## src/rtl/pc_gen_if.sv

```systemverilog
// Fetch-stage PC generator bus: redirect/control inputs and fetch address outputs.
// master = fetch/decode control that drives requests, slave = the PC generator.
interface pc_gen_if #(
  parameter int unsigned DATA_WIDTH = 32
);
  logic                  stall;
  logic [1:0]            PCsrc;
  logic [DATA_WIDTH-1:0] ImmOp;
  logic [DATA_WIDTH-1:0] rs1_val;
  logic                  trap_req;
  logic                  trap_ret;
  logic [DATA_WIDTH-1:0] pcounter;
  logic [DATA_WIDTH-1:0] pc_plus;
  logic                  pc_valid;
  logic                  misalign;
  logic [DATA_WIDTH-1:0] fault_addr;
  logic [DATA_WIDTH-1:0] epc;

  modport master (
    output stall, PCsrc, ImmOp, rs1_val, trap_req, trap_ret,
    input  pcounter, pc_plus, pc_valid, misalign, fault_addr, epc
  );

  modport slave (
    input  stall, PCsrc, ImmOp, rs1_val, trap_req, trap_ret,
    output pcounter, pc_plus, pc_valid, misalign, fault_addr, epc
  );
endinterface

```

## src/rtl/pc_gen.sv

```systemverilog
// RV32 fetch program-counter generator: sequential, branch/JAL, JALR, trap and trap-return paths,
// with stall hold, boot/fault bubbles, misaligned-target trap redirect and an internal EPC.
//
// state   | meaning
// S_BOOT  | one-cycle bubble after reset, PC held at RESET_VECTOR, fetch invalid
// S_RUN   | normal fetch, PC advances or redirects every unstalled cycle
// S_FAULT | one-cycle bubble after a misaligned redirect, PC already at TRAP_VECTOR
module pc_gen #(
  parameter int unsigned           DATA_WIDTH   = 32,
  parameter logic [DATA_WIDTH-1:0] RESET_VECTOR = '0,
  parameter logic [DATA_WIDTH-1:0] TRAP_VECTOR  = DATA_WIDTH'('h4),
  parameter int unsigned           INSTR_BYTES  = 4,
  parameter int unsigned           ALIGN_BITS   = 2
) (
  input logic     clk,
  input logic     rst,
  pc_gen_if.slave bus
);

  typedef enum logic [1:0] {
    S_BOOT  = 2'd0,
    S_RUN   = 2'd1,
    S_FAULT = 2'd2
  } state_e;

  localparam logic [DATA_WIDTH-1:0] STEP    = DATA_WIDTH'(INSTR_BYTES);
  localparam logic [DATA_WIDTH-1:0] JR_MASK = ~(DATA_WIDTH'(1));

  state_e                state_q;
  logic [DATA_WIDTH-1:0] pc_q;
  logic [DATA_WIDTH-1:0] epc_q;
  logic [DATA_WIDTH-1:0] fault_addr_q;
  logic                  pc_valid_q;
  logic                  misalign_q;

  logic [DATA_WIDTH-1:0] tgt_br;
  logic [DATA_WIDTH-1:0] tgt_jr;
  logic [DATA_WIDTH-1:0] tgt;
  logic [DATA_WIDTH-1:0] pc_seq;
  logic                  redirect;
  logic                  tgt_misaligned;

  always_comb begin
    tgt_br         = pc_q + bus.ImmOp;
    tgt_jr         = (bus.rs1_val + bus.ImmOp) & JR_MASK;
    pc_seq         = pc_q + STEP;
    redirect       = (bus.PCsrc == 2'b01) || (bus.PCsrc == 2'b10);
    tgt            = (bus.PCsrc == 2'b10) ? tgt_jr : tgt_br;
    tgt_misaligned = |tgt[ALIGN_BITS-1:0];
  end

  always_ff @(posedge clk or posedge rst) begin
    if (rst) begin
      state_q      <= S_BOOT;
      pc_q         <= RESET_VECTOR;
      epc_q        <= '0;
      fault_addr_q <= '0;
      pc_valid_q   <= 1'b0;
      misalign_q   <= 1'b0;
    end else begin
      misalign_q <= 1'b0;
      case (state_q)
        S_BOOT, S_FAULT: begin
          state_q    <= S_RUN;
          pc_valid_q <= 1'b1;
        end
        S_RUN: begin
          pc_valid_q <= 1'b1;
          // trap_req outranks stall so a pending exception is never lost behind a hazard
          if (bus.trap_req) begin
            pc_q  <= TRAP_VECTOR;
            epc_q <= pc_q;
          end else if (bus.stall) begin
            pc_q <= pc_q;
          end else if (bus.trap_ret) begin
            pc_q <= epc_q;
          end else if (redirect && tgt_misaligned) begin
            pc_q         <= TRAP_VECTOR;
            epc_q        <= pc_q;
            fault_addr_q <= tgt;
            misalign_q   <= 1'b1;
            pc_valid_q   <= 1'b0;
            state_q      <= S_FAULT;
          end else if (redirect) begin
            pc_q <= tgt;
          end else begin
            pc_q <= pc_seq;
          end
        end
        default: begin
          state_q    <= S_BOOT;
          pc_q       <= RESET_VECTOR;
          pc_valid_q <= 1'b0;
        end
      endcase
    end
  end

  assign bus.pcounter   = pc_q;
  assign bus.pc_plus    = pc_seq;
  assign bus.pc_valid   = pc_valid_q;
  assign bus.misalign   = misalign_q;
  assign bus.fault_addr = fault_addr_q;
  assign bus.epc        = epc_q;

endmodule

```

## src/flat_wrapper.sv

```systemverilog
// flat-port wrapper written by rule: the top's interface ports become plain ports
module pc_gen_flat 
#(
  parameter int unsigned           DATA_WIDTH   = 32,
  parameter logic [DATA_WIDTH-1:0] RESET_VECTOR = '0,
  parameter logic [DATA_WIDTH-1:0] TRAP_VECTOR  = DATA_WIDTH'('h4),
  parameter int unsigned           INSTR_BYTES  = 4,
  parameter int unsigned           ALIGN_BITS   = 2
)
  (clk, rst, bus_stall, bus_PCsrc, bus_ImmOp, bus_rs1_val, bus_trap_req, bus_trap_ret, bus_pcounter, bus_pc_plus, bus_pc_valid, bus_misalign, bus_fault_addr, bus_epc);
  pc_gen_if #(.DATA_WIDTH(DATA_WIDTH)) bus_i ();
  input logic clk;
  input logic rst;
  input wire logic [$bits(bus_i.stall)-1:0] bus_stall;
  input wire logic [$bits(bus_i.PCsrc)-1:0] bus_PCsrc;
  input wire logic [$bits(bus_i.ImmOp)-1:0] bus_ImmOp;
  input wire logic [$bits(bus_i.rs1_val)-1:0] bus_rs1_val;
  input wire logic [$bits(bus_i.trap_req)-1:0] bus_trap_req;
  input wire logic [$bits(bus_i.trap_ret)-1:0] bus_trap_ret;
  output wire logic [$bits(bus_i.pcounter)-1:0] bus_pcounter;
  output wire logic [$bits(bus_i.pc_plus)-1:0] bus_pc_plus;
  output wire logic [$bits(bus_i.pc_valid)-1:0] bus_pc_valid;
  output wire logic [$bits(bus_i.misalign)-1:0] bus_misalign;
  output wire logic [$bits(bus_i.fault_addr)-1:0] bus_fault_addr;
  output wire logic [$bits(bus_i.epc)-1:0] bus_epc;
  assign bus_i.stall = bus_stall;
  assign bus_i.PCsrc = bus_PCsrc;
  assign bus_i.ImmOp = bus_ImmOp;
  assign bus_i.rs1_val = bus_rs1_val;
  assign bus_i.trap_req = bus_trap_req;
  assign bus_i.trap_ret = bus_trap_ret;
  assign bus_pcounter = bus_i.pcounter;
  assign bus_pc_plus = bus_i.pc_plus;
  assign bus_pc_valid = bus_i.pc_valid;
  assign bus_misalign = bus_i.misalign;
  assign bus_fault_addr = bus_i.fault_addr;
  assign bus_epc = bus_i.epc;
  pc_gen #(.DATA_WIDTH(DATA_WIDTH), .RESET_VECTOR(RESET_VECTOR), .TRAP_VECTOR(TRAP_VECTOR), .INSTR_BYTES(INSTR_BYTES), .ALIGN_BITS(ALIGN_BITS)) u_core (.clk(clk), .rst(rst), .bus(bus_i));
endmodule
```

## config.mk

```make
export PLATFORM = sky130hd
export DESIGN_NAME = pc_gen_flat
export DESIGN_NICKNAME = d
export VERILOG_FILES = /design/src/rtl/pc_gen_if.sv /design/src/rtl/pc_gen.sv /design/src/flat_wrapper.sv
export SDC_FILE = /design/constraint.sdc
export NUM_CORES = 1
export LEC_CHECK = 0
export ABC_CLOCK_PERIOD_IN_PS = 3380
export BUFFER_PORTS_ARGS = -buffer_cell sky130_fd_sc_hd__buf_2
export CORE_ASPECT_RATIO = 1.2
export CORE_MARGIN = 2
export CORE_UTILIZATION = 50
export CTS_CLUSTER_DIAMETER = 200
export CTS_CLUSTER_SIZE = 14
export DETAILED_ROUTE_END_ITERATION = 8
export GPL_ROUTABILITY_DRIVEN = 1
export HOLD_SLACK_MARGIN = 0.02
export PLACE_DENSITY_LB_ADDON = 0.08
export SETUP_SLACK_MARGIN = 0.2
export SLEW_MARGIN = 40
export SYNTH_ARGS = -nofsm -noshare
export SYNTH_HDL_FRONTEND = slang
export SYNTH_SLANG_ARGS = --single-unit
```

## constraint.sdc

```tcl
create_clock -name clk -period 3.38 [get_ports clk]
set_clock_uncertainty 0.05 [all_clocks]
set_input_delay 0.676 -clock clk [delete_from_list [all_inputs] [get_ports clk]]
set_output_delay 0.676 -clock clk [all_outputs]
set_load 0.01 [all_outputs]
```

==> results of run 1 <==
-- worst reg2reg max path: stages, from the launching register on --
cell       delay, ns
dfrtp_1         0.47
ha_1            0.37
a211oi_2        0.26
o211ai_1        0.17
a31oi_2         0.29
a22oi_2         0.17
a31oi_4         0.26
o21bai_1        0.12
xnor2_1         0.14
o21ai_1         0.15
a2111oi_2       0.43
a21oi_1         0.07
-- metrics by stage --
| stage | cell area, sq um | setup TNS, ns |
|---|---|---|
| finish | 10760 | 0 |
| global route | 10760 | 0 |
| CTS | 10600 | 0 |
| detailed placement | 10250 | -0.4937 |
| global placement | 10250 | -0.3151 |
| floorplan | 8452 | 0 |
-- power breakdown --
part	internal, mW	total [mW]	switching (mW)
Combinational	0.727	1.70	0.972
Clock	0.609	1.07	0.458
Sequential	1.37	1.53	0.156
Total	2.71	4.30	1.59
-- path summary, 6_finish.rpt --
check	startpoint	slack, ns	end	depth (start not counted)
worst max-delay path	u_core.bus.pcounter[3]	0.20	bus_pc_plus[28]	9
worst min-delay path	rst	0.38	u_core.bus.fault_addr[21]	2
worst max register to register	u_core.bus.pcounter[1]	0.29	u_core.bus.pcounter[27]	11
worst min register to register	u_core.bus.fault_addr[27]	0.42	u_core.bus.fault_addr[27]	2
max in group asynchronous	rst	2.15	u_core.bus.fault_addr[24]	3
min in group clk	u_core.bus.fault_addr[27]	0.42	u_core.bus.fault_addr[27]	2
-- registers in the layout, summed over array words and instances, names as in the netlist --
| signal | cells |
|---|---|
| u_core.bus.epc | 32 |
| u_core.bus.pcounter | 32 |
| u_core.state_q | 2 |
| u_core.bus.pc_valid | 1 |
| u_core.bus.misalign | 1 |
| u_core.bus.fault_addr | 32 |
-- placed cells by master, fill, tap and decap left out, drive strengths merged, types with 4 or more instances in the layout --
cell type	count
a21oi	98
nor2b	8
nand2b	15
a31oi	12
and4	5
nand3	24
and2	12
nor3	7
mux2i	11
o211ai	9
o31ai	4
buf	302
o21a	8
a221o	7
nand2	125
nor2	85
o21bai	10
nand4	16
a21boi	4
clkbuf	11
xor2	27
mux2	34
dfrtp	100
o21ai	99
a21o	27
xnor2	54
and3	6
a22o	5
inv	25
ha	63
a211oi	10
a22oi	10
or3	5
-- kinds of logic after synthesis --
logic type	after synthesis	synth area share, %
simple gates	319	17.59
flops	100	29.63
mux	45	5.882
xor+xnor	81	8.401
buf+inv	71	3.363
fa+ha+maj	65	9.809
compound gates	332	25.32
-- routing by layer --
layer / wire, um / global-route usage, % / up-vias
met1: 11360 / 39.00 / 4203
met3: 1839 / 5.508 / 91
met2: 14750 / 56.78 / 391
li1: - / - / 4213
met4: 1770 / 17.07 / 0
met5: 0 / 0 / -
-- area by class of cell --
cell class	count	share of cell area, %
repair buffers	302	16.77
clock buffers	11	2.349
well taps	216	2.511
multi-input cells	842	53.64
inverters	26	0.9417
clock inverters	4	0.4534
flip-flops and latches	100	23.33
-- timing repair --
item,CTS,global route
buffers inserted,0,14
pin swaps,0,9
hold endpoints to repair,0,0
gates resized for setup,14,15
endpoints found under the setup margin,12,22
==> flow_metrics.env, run 1 <==
export IMPL_placeableCoreArea_sq_um=16720
export IMPL_grt_pass1_wl_um=45310
export IMPL_setup_worst_path_class="flip-flop to primary output"
export IMPL_total_power_mw=4.296
export IMPL_fin_crit_sh_pct=94.17
export IMPL_syn_cell_area_sq_um=8444
export IMPL_hold_path_class="primary input to asynchronous set/reset pin"
export IMPL_synth_edff_count=0
export IMPL_global_route_overflow_total=0
export IMPL_worst_endpoint_required_ns=2.65
export IMPL_post_synth_inst_count=1013
export IMPL_die_h_um=146.4
export IMPL_gp_routability_congestion=0.9346
export IMPL_max_vdd_ir_drop_v=0.0003054
export IMPL_max_cap_violations=0
export IMPL_ant_nets=0
export IMPL_postSynthRegisterBits=100
export IMPL_initial_antenna_violation_count=0
export IMPL_cp_data_arrival_time_ns=2.46
export IMPL_slew_at_the_pin_closest_to_its_max_slew_limit_ns=0.7274
export IMPL_worst_hold_slack_after_final_layout_ns=0.3792
export IMPL_synth_cell_type_count=80
export IMPL_area_added_between_synthesis_and_finish_pct=27.44
export IMPL_static_leakage_power_nw=5.424
export IMPL_unrepaired_setup_endpoints_after_global_routing="yes"
export IMPL_clkTransAtPathRegs_ns=0.07
export IMPL_routed_wire_length_per_instance_um=19.80
export IMPL_syn_nets=1149
export IMPL_finalNetCount=1417
export IMPL_power_density_nw_per_um2=399.2
export IMPL_yosys_warnings=0
export IMPL_outcome="complete, no violations"
export IMPL_die_area_sq_um=17950
export IMPL_htreeDepth=3
export IMPL_cts_root_buf="clkbuf_16"
export IMPL_half_perimeter_wire_length_after_placement_um=23510
export IMPL_die_width_um=122.6
export IMPL_avgSynthCellArea_sq_um=8.336
export IMPL_ys_async_sr_fraction_pct=100.0
export IMPL_worst_setup_path_start_kind="flip-flop"
export IMPL_via_count=8898
export IMPL_synth_sequential_area_ratio_pct=29.63
export IMPL_timing_max_transition_violations_final=0
export IMPL_critPathSlowestCell="dfrtp_2"
export IMPL_setup_viol=0
export IMPL_synth_top_area_share_pct=29.63
export IMPL_hold_buffers=0
export IMPL_clock_sink_count=100
export IMPL_antenna_diode_count=0
export IMPL_worst_skew_pair_latency_ns=0.35
export IMPL_design_portCount=201
export IMPL_critPathMaxStageDelay_ns=0.44
export IMPL_tritoncts="done"
export IMPL_first_global_vias=8507
export IMPL_crit_buf_inv=1
export IMPL_synth_area_leader_cell="dfrtp_1"
export IMPL_slew_headroom_pct=51.50
export IMPL_clock_buffer_depth=2
export IMPL_hold_violations=0
export IMPL_utilization_pct=64.36
export IMPL_finish_cell_count_without_fillers=1501
export IMPL_drt_initial_drc_count=731
export IMPL_critPathMostFrequentCell="nand3_1"
export IMPL_initial_core_util_pct=50.50
export IMPL_grt_start_max_net_pins=57
export IMPL_finalWirelength_um=29720
export IMPL_timing_critical_path_to_type="primary output"
export IMPL_crit_fanout=5
export IMPL_n_fill_cell=1505
export IMPL_final_layout_size_suffix_gt1_share_pct=30.74
export IMPL_vias_per_cell=5.928
export IMPL_cells_along_the_critical_path="ha_1 > nand3_1 > nor2_2 > and2_4 > and2b_2 > and2_1 > nand3_1 > xnor2_2 > buf_2"
export IMPL_fmax_ghz=0.3142
export IMPL_post_synth_top_count_cell="nand2_1"
export IMPL_numPortBuffers=200
export IMPL_placement_rows=52
export IMPL_remaining_drc_errors=0
export IMPL_commonest_cells_in_the_synthesized_netlist="nand2_1, dfrtp_1, a21oi_1, nor2_1, o21ai_0"
export IMPL_setup_slack_ns=0.1971
export IMPL_critical_path_top_delay_family="simple AND/OR/NAND/NOR gates"
export IMPL_ys_top_cells_by_area="dfrtp_1, ha_1, a21oi_1"
export IMPL_grt_util_all_layers_pct=33.01
export IMPL_post_route_min_period_ns=3.183
export IMPL_cts_buffers=9
export IMPL_multi_input_area_sq_um=5773
export IMPL_dominantRegCellSynth="dfrtp_1"
export IMPL_dpl_cell_count=1472
export IMPL_sequential_cell_area_sq_um=2511
export IMPL_drt_pass1_iterations=5
export IMPL_dpl_worst_slack_ns=-0.1511
Power figures use the tool's default switching activity.
==> run 2, diff against run 1 <==
RECOVER_POWER = 100   (was not set)
==> flow_metrics.env, run 2 (synthesis results as in run 1) <==
export IMPL_post_route_min_period_ns=3.208
export IMPL_final_layout_size_suffix_gt1_share_pct=21.95
export IMPL_n_fill_cell=1575
export IMPL_initial_antenna_violation_count=0
export IMPL_gp_routability_congestion=0.9346
export IMPL_design_portCount=201
export IMPL_cts_buffers=9
export IMPL_postLayoutCellArea_sq_um=10540
export IMPL_hold_violations=0
export IMPL_grt_pass1_wl_um=45310
export IMPL_clock_sink_count=100
export IMPL_crit_fanout=5
export IMPL_clock_buffer_depth=2
export IMPL_multi_input_area_sq_um=5754
export IMPL_unrepaired_setup_endpoints_after_global_routing="yes"
export IMPL_utilization_pct=63.03
export IMPL_sequential_cell_area_sq_um=2506
export IMPL_vias_per_cell=5.941
export IMPL_tritoncts="done"
export IMPL_fin_setup_tns_ns=0
export IMPL_hold_path_class="flip-flop to flip-flop"
export IMPL_worst_hold_slack_after_final_layout_ns=0.4255
export IMPL_htreeDepth=3
export IMPL_worst_endpoint_required_ns=2.65
export IMPL_grt_start_max_net_pins=57
export IMPL_initial_core_util_pct=50.50
export IMPL_power_density_nw_per_um2=401.3
export IMPL_finalNetCount=1417
export IMPL_die_h_um=146.4
export IMPL_timing_max_transition_violations_final=0
export IMPL_register_to_register_setup_slack_ns=0.24
export IMPL_slew_at_the_pin_closest_to_its_max_slew_limit_ns=1.378
export IMPL_numPortBuffers=200
export IMPL_max_cap_violations=0
export IMPL_ant_nets=0
export IMPL_die_width_um=122.6
export IMPL_die_area_sq_um=17950
export IMPL_hold_path_endpoint="u_core.bus.fault_addr[27]"
export IMPL_total_power_mw=4.230
export IMPL_worst_hold_path_num_cells=2
export IMPL_outcome="complete, no violations"
export IMPL_placeableCoreArea_sq_um=16720
export IMPL_antenna_diode_count=0
export IMPL_holdCritStartpoint="u_core.bus.fault_addr[27]"
export IMPL_fmax_ghz=0.3117
export IMPL_placement_rows=52
export IMPL_clkTransAtPathRegs_ns=0.07
export IMPL_area_added_between_synthesis_and_finish_pct=24.80
export IMPL_reg2reg_from="u_core.bus.pcounter[1]"
export IMPL_worst_setup_path_start_kind="flip-flop"
export IMPL_slew_headroom_pct=7.641
export IMPL_first_global_vias=8507
export IMPL_placement_cell_area_sq_um=10250
export IMPL_drt_initial_drc_count=695
export IMPL_setup_viol=0
export IMPL_most_common_layout_cells="nand2_1, buf_2, clkbuf_1"
export IMPL_grt_util_all_layers_pct=33.01
export IMPL_static_leakage_power_nw=5.010
export IMPL_cts_root_buf="clkbuf_16"
export IMPL_layout_commonest_cell="nand2_1"
export IMPL_worst_skew_pair_latency_ns=0.35
export IMPL_timing_critical_path_to_type="primary output"
export IMPL_timing_rr_end="u_core.bus.pcounter[27]"
export IMPL_remaining_drc_errors=0
export IMPL_global_route_overflow_total=0
export IMPL_via_count=8917
export IMPL_half_perimeter_wire_length_after_placement_um=23510
export IMPL_fin_crit_sh_pct=94.92
export IMPL_drt_pass1_iterations=6
export IMPL_setup_worst_path_class="flip-flop to primary output"
export IMPL_routed_wire_length_per_instance_um=19.86
export IMPL_finalWirelength_um=29800
export IMPL_max_vdd_ir_drop_v=0.0003006
export IMPL_worstRegToRegCells=11
export IMPL_cp_data_arrival_time_ns=2.48
[run 2: cell types whose count changed in the layout (fill, tap and decap cells not counted), sizes merged]
| cell | before | now |
|---|---|---|
| buf | 302 | 192 |
| clkbuf | 11 | 121 |
[run 2: worst max path at each step]
stage	startpoint	end	slack [ns]	cells after the start
final	u_core.bus.pcounter[3]	bus_pc_plus[28]	0.17	9
after global routing	bus_rs1_val[2]	u_core.bus.fault_addr[19]	0.05	14
after CTS	u_core.bus.pcounter[3]	bus_pc_plus[28]	0.22	9
after detailed placement	bus_ImmOp[5]	u_core.bus.pcounter[26]	-0.15	12
after global placement	bus_ImmOp[5]	u_core.bus.pcounter[26]	-0.13	12
after floorplan	bus_ImmOp[0]	u_core.bus.pcounter[24]	0.22	13
[run 2: final cells by class]
class                           instances  area share [%]
Inverter                               26          0.9379
Tap cell                              216           2.564
Clock inverter                          4          0.4630
Sequential cell                       100           23.78
Multi-Input combinational cell        842           54.60
Clock buffer                           11           2.398
Timing Repair Buffer                  302           15.26
[run 2: power breakdown]
part	internal, mW	switching, mW
registers	1.37	0.160
clock network	0.609	0.457
logic	0.663	0.967
total	2.65	1.58
[run 2: stage by stage]
| stage | setup slack (ns) | cells |
|---|---|---|
| after global routing | 0.04672 | 1501 |
| after floorplan | 0.2183 | 1013 |
| final | 0.1717 | 1501 |
| after global placement | -0.1342 | 1472 |
| after detailed placement | -0.1511 | 1472 |
| after CTS | 0.2177 | 1487 |
[run 2: repair_timing]
item / in CTS / in global routing
pin swaps: 0 / 9
setup buffers: 0 / 14
endpoints found under the setup margin: 12 / 22
gates resized for setup: 14 / 15
gates cloned: 0 / 0
hold buffers: 0 / 0
[run 2: layer usage]
metal	part of all wire (%)	vias to the layer above	track usage, %
met2	50	421	56.78
met4	5.8	0	17.07
met3	6.9	86	5.508
met5	0	-	0
met1	38	4196	39.00
li1	-	4214	-
[run 2: critical path, cell delays in order (launching register included)]
cell	delay (ns)
dfrtp_2	0.44
ha_1	0.21
nand3_1	0.17
nor2_2	0.20
and2_4	0.19
and2b_2	0.20
and2_1	0.17
nand3_1	0.14
xnor2_2	0.24
buf_2	0.16
==> run 3, diff against run 2 <==
ABC_AREA = 1   (was not set)
CORE_UTILIZATION = 52   (was 50)
==> flow_metrics.env, run 3 <==
export IMPL_outcome="complete, but fails checks"
export IMPL_violated_checks="capacitance limit, slew limit"
export IMPL_syn_nets=1948
export IMPL_fin_setup_tns_ns=0
export IMPL_static_leakage_power_nw=7.037
export IMPL_post_synth_inst_count=1812
export IMPL_dpl_worst_slack_ns=0.3285
export IMPL_clock_buffer_depth=2
export IMPL_fmax_ghz=0.3148
export IMPL_htreeDepth=3
export IMPL_global_route_overflow_total=0
export IMPL_remaining_drc_errors=0
export IMPL_grt_pass1_wl_um=57390
export IMPL_gp_routability_congestion=1.022
export IMPL_final_layout_size_suffix_gt1_share_pct=7.214
export IMPL_slew_headroom_pct=-53.90
export IMPL_crit_fanout=8
export IMPL_setup_slack_ns=0.2029
export IMPL_vias_per_cell=5.230
export IMPL_die_h_um=158.7
export IMPL_finalNetCount=2141
export IMPL_layout_commonest_cell="nand2_1"
export IMPL_worst_setup_path_start_kind="flip-flop"
export IMPL_critPathSlowestCell="dfrtp_1"
export IMPL_half_perimeter_wire_length_after_placement_um=29610
export IMPL_initial_core_util_pct=53.08
export IMPL_ys_async_sr_fraction_pct=100.0
export IMPL_synth_top_area_share_pct=27.49
export IMPL_critPathMaxStageDelay_ns=0.57
export IMPL_commonest_cells_in_the_synthesized_netlist="nand2_1, inv_1, nor2_1, nand3_1, dfrtp_1"
export IMPL_most_common_layout_cells="nand2_1, inv_1, nor2_1"
export IMPL_worst_endpoint_required_ns=2.65
export IMPL_power_density_nw_per_um2=377.9
export IMPL_utilization_pct=60.27
export IMPL_tritoncts="done"
export IMPL_area_added_between_synthesis_and_finish_pct=13.55
export IMPL_ys_top_cells_by_area="nand2_1, dfrtp_1, inv_1"
export IMPL_max_vdd_ir_drop_v=0.0003056
export IMPL_drt_pass1_iterations=8
export IMPL_cp_data_arrival_time_ns=2.45
export IMPL_placeableCoreArea_sq_um=19550
export IMPL_placement_rows=56
export IMPL_unrepaired_setup_endpoints_after_global_routing="no"
export IMPL_cts_buffers=9
export IMPL_via_count=11877
export IMPL_post_synth_top_count_cell="nand2_1"
export IMPL_antenna_diode_count=0
export IMPL_worst_skew_pair_latency_ns=0.35
export IMPL_setup_worst_path_class="flip-flop to primary output"
export IMPL_design_portCount=201
export IMPL_avgSynthCellArea_sq_um=5.726
export IMPL_die_width_um=133.0
export IMPL_routed_wire_length_per_instance_um=16.13
export IMPL_critical_path_top_delay_family="simple AND/OR/NAND/NOR gates"
export IMPL_drt_initial_drc_count=732
export IMPL_initial_antenna_violation_count=0
export IMPL_timing_critical_path_to_type="primary output"
export IMPL_clock_sink_count=100
export IMPL_cts_root_buf="clkbuf_16"
export IMPL_finalWirelength_um=36640
export IMPL_fin_crit_sh_pct=94.00
export IMPL_ant_nets=0
export IMPL_numPortBuffers=200
export IMPL_first_global_vias=11040
export IMPL_hold_violations=0
export IMPL_yosys_warnings=0
export IMPL_die_area_sq_um=21100
export IMPL_cells_along_the_critical_path="nand3_1 > nor2_4 > inv_1 > nor3_4 > nand4_1 > xor2_1 > buf_2"
export IMPL_grt_start_max_net_pins=101
export IMPL_slew_at_the_pin_closest_to_its_max_slew_limit_ns=2.308
export IMPL_max_cap_violations=2
export IMPL_cts_repair_timing_setup_buffer_count=0
export IMPL_hold_path_class="flip-flop to flip-flop"
export IMPL_postCtsResizedCells=0
export IMPL_hold_buffers=0
export IMPL_post_route_min_period_ns=3.177
export IMPL_synth_edff_count=0
export IMPL_synth_sequential_area_ratio_pct=24.12
export IMPL_clkTransAtPathRegs_ns=0.07
export IMPL_synth_area_leader_cell="nand2_1"
export IMPL_timing_max_transition_violations_final=134
export IMPL_setup_viol=0
export IMPL_crit_buf_inv=2
export IMPL_postSynthRegisterBits=100
export IMPL_synth_cell_type_count=52
export IMPL_dominantRegCellSynth="dfrtp_1"
export IMPL_grt_util_all_layers_pct=34.49
export IMPL_syn_cell_area_sq_um=10380
-- run 3: cell count changes after synthesis, moves of 33 or more --
cell,before,now
nor2_1,85,130
nand3_1,23,117
xnor2_1,54,3
nand2_1,125,760
inv_1,24,315
a21oi_1,97,64
-- run 3: kinds of logic (layout without fill, tap and decap cells) --
family	count (synthesis)	in the layout	share of synthesized area (%)
fa+ha+maj	65	65	7.983
mux	4	4	0.4341
buf+inv	355	553	13.36
compound gates	189	189	9.719
simple gates	1077	1077	42.46
xor+xnor	22	22	1.929
flops	100	100	24.12
-- run 3: through the flow --
| stage | instances | hold slack, ns | area [sq um] | power [mW] |
|---|---|---|---|---|
| 4_1_cts | 2271 | 0.4402 | 11990 | 4.514 |
| 5_1_grt | 2271 | 0.4594 | 11780 | 4.739 |
| 3_5_place_dp | 2255 | 0.4224 | 11690 | 3.443 |
| 2_1_floorplan | 1812 | 0.4144 | 10380 | 2.719 |
| 3_3_place_gp | 2255 | 0.4144 | 11690 | 3.415 |
| 6_report | 2271 | 0.4404 | 11780 | 4.452 |
-- run 3: power breakdown --
part | leakage [nW] | switching [mW] | internal [mW]
logic | 5.57 | 1.18 | 0.578
registers | 1.32 | 0.221 | 1.41
clock network | 0.148 | 0.486 | 0.585
-- run 3: final cells by class --
class                   instances  area, sq um
well taps                     261        326.6
inverters                     317         1194
multi-input cells            1357         6477
fillers                      2040         7766
flip-flops and latches        100         2502
clock buffers                   9        225.2
repair buffers                220        977.2
clock inverters                 7        80.08
-- run 3: worst paths after layout --
check / from / end / slack (ns) / cells after the start
max reg2reg: u_core.bus.pcounter[0] / u_core.bus.pcounter[7] / 0.35 / 14
min reg2reg: u_core.bus.fault_addr[26] / u_core.bus.fault_addr[26] / 0.44 / 2
max: u_core.bus.pcounter[4] / bus_pc_plus[17] / 0.20 / 7
min: u_core.bus.fault_addr[26] / u_core.bus.fault_addr[26] / 0.44 / 2
max in group asynchronous: rst / u_core.bus.pcounter[28] / 0.77 / 3
min in group asynchronous: rst / u_core.state_q[1] / 1.11 / 3
-- run 3: metal layers --
layer  up-vias  wire length (um)  global-route usage (%)
li1       5982                 -                       -
met1      5340             15710                   46.07
met2       463             16980                   57.89
met3        92              2492                   2.874
met4         0              1451                   13.20
met5         -                 0                       0
-- run 3: worst reg2reg max path: cells and delay by family, from the launching register on --
| family | cells | cell delay, ns |
|---|---|---|
| AOI/OAI and AO/OA | 3 | 0.46 |
| adders and majority gates | 2 | 0.71 |
| buffers and inverters | 3 | 0.72 |
| and+or+nand+nor | 6 | 0.58 |
| DFF | 1 | 0.42 |
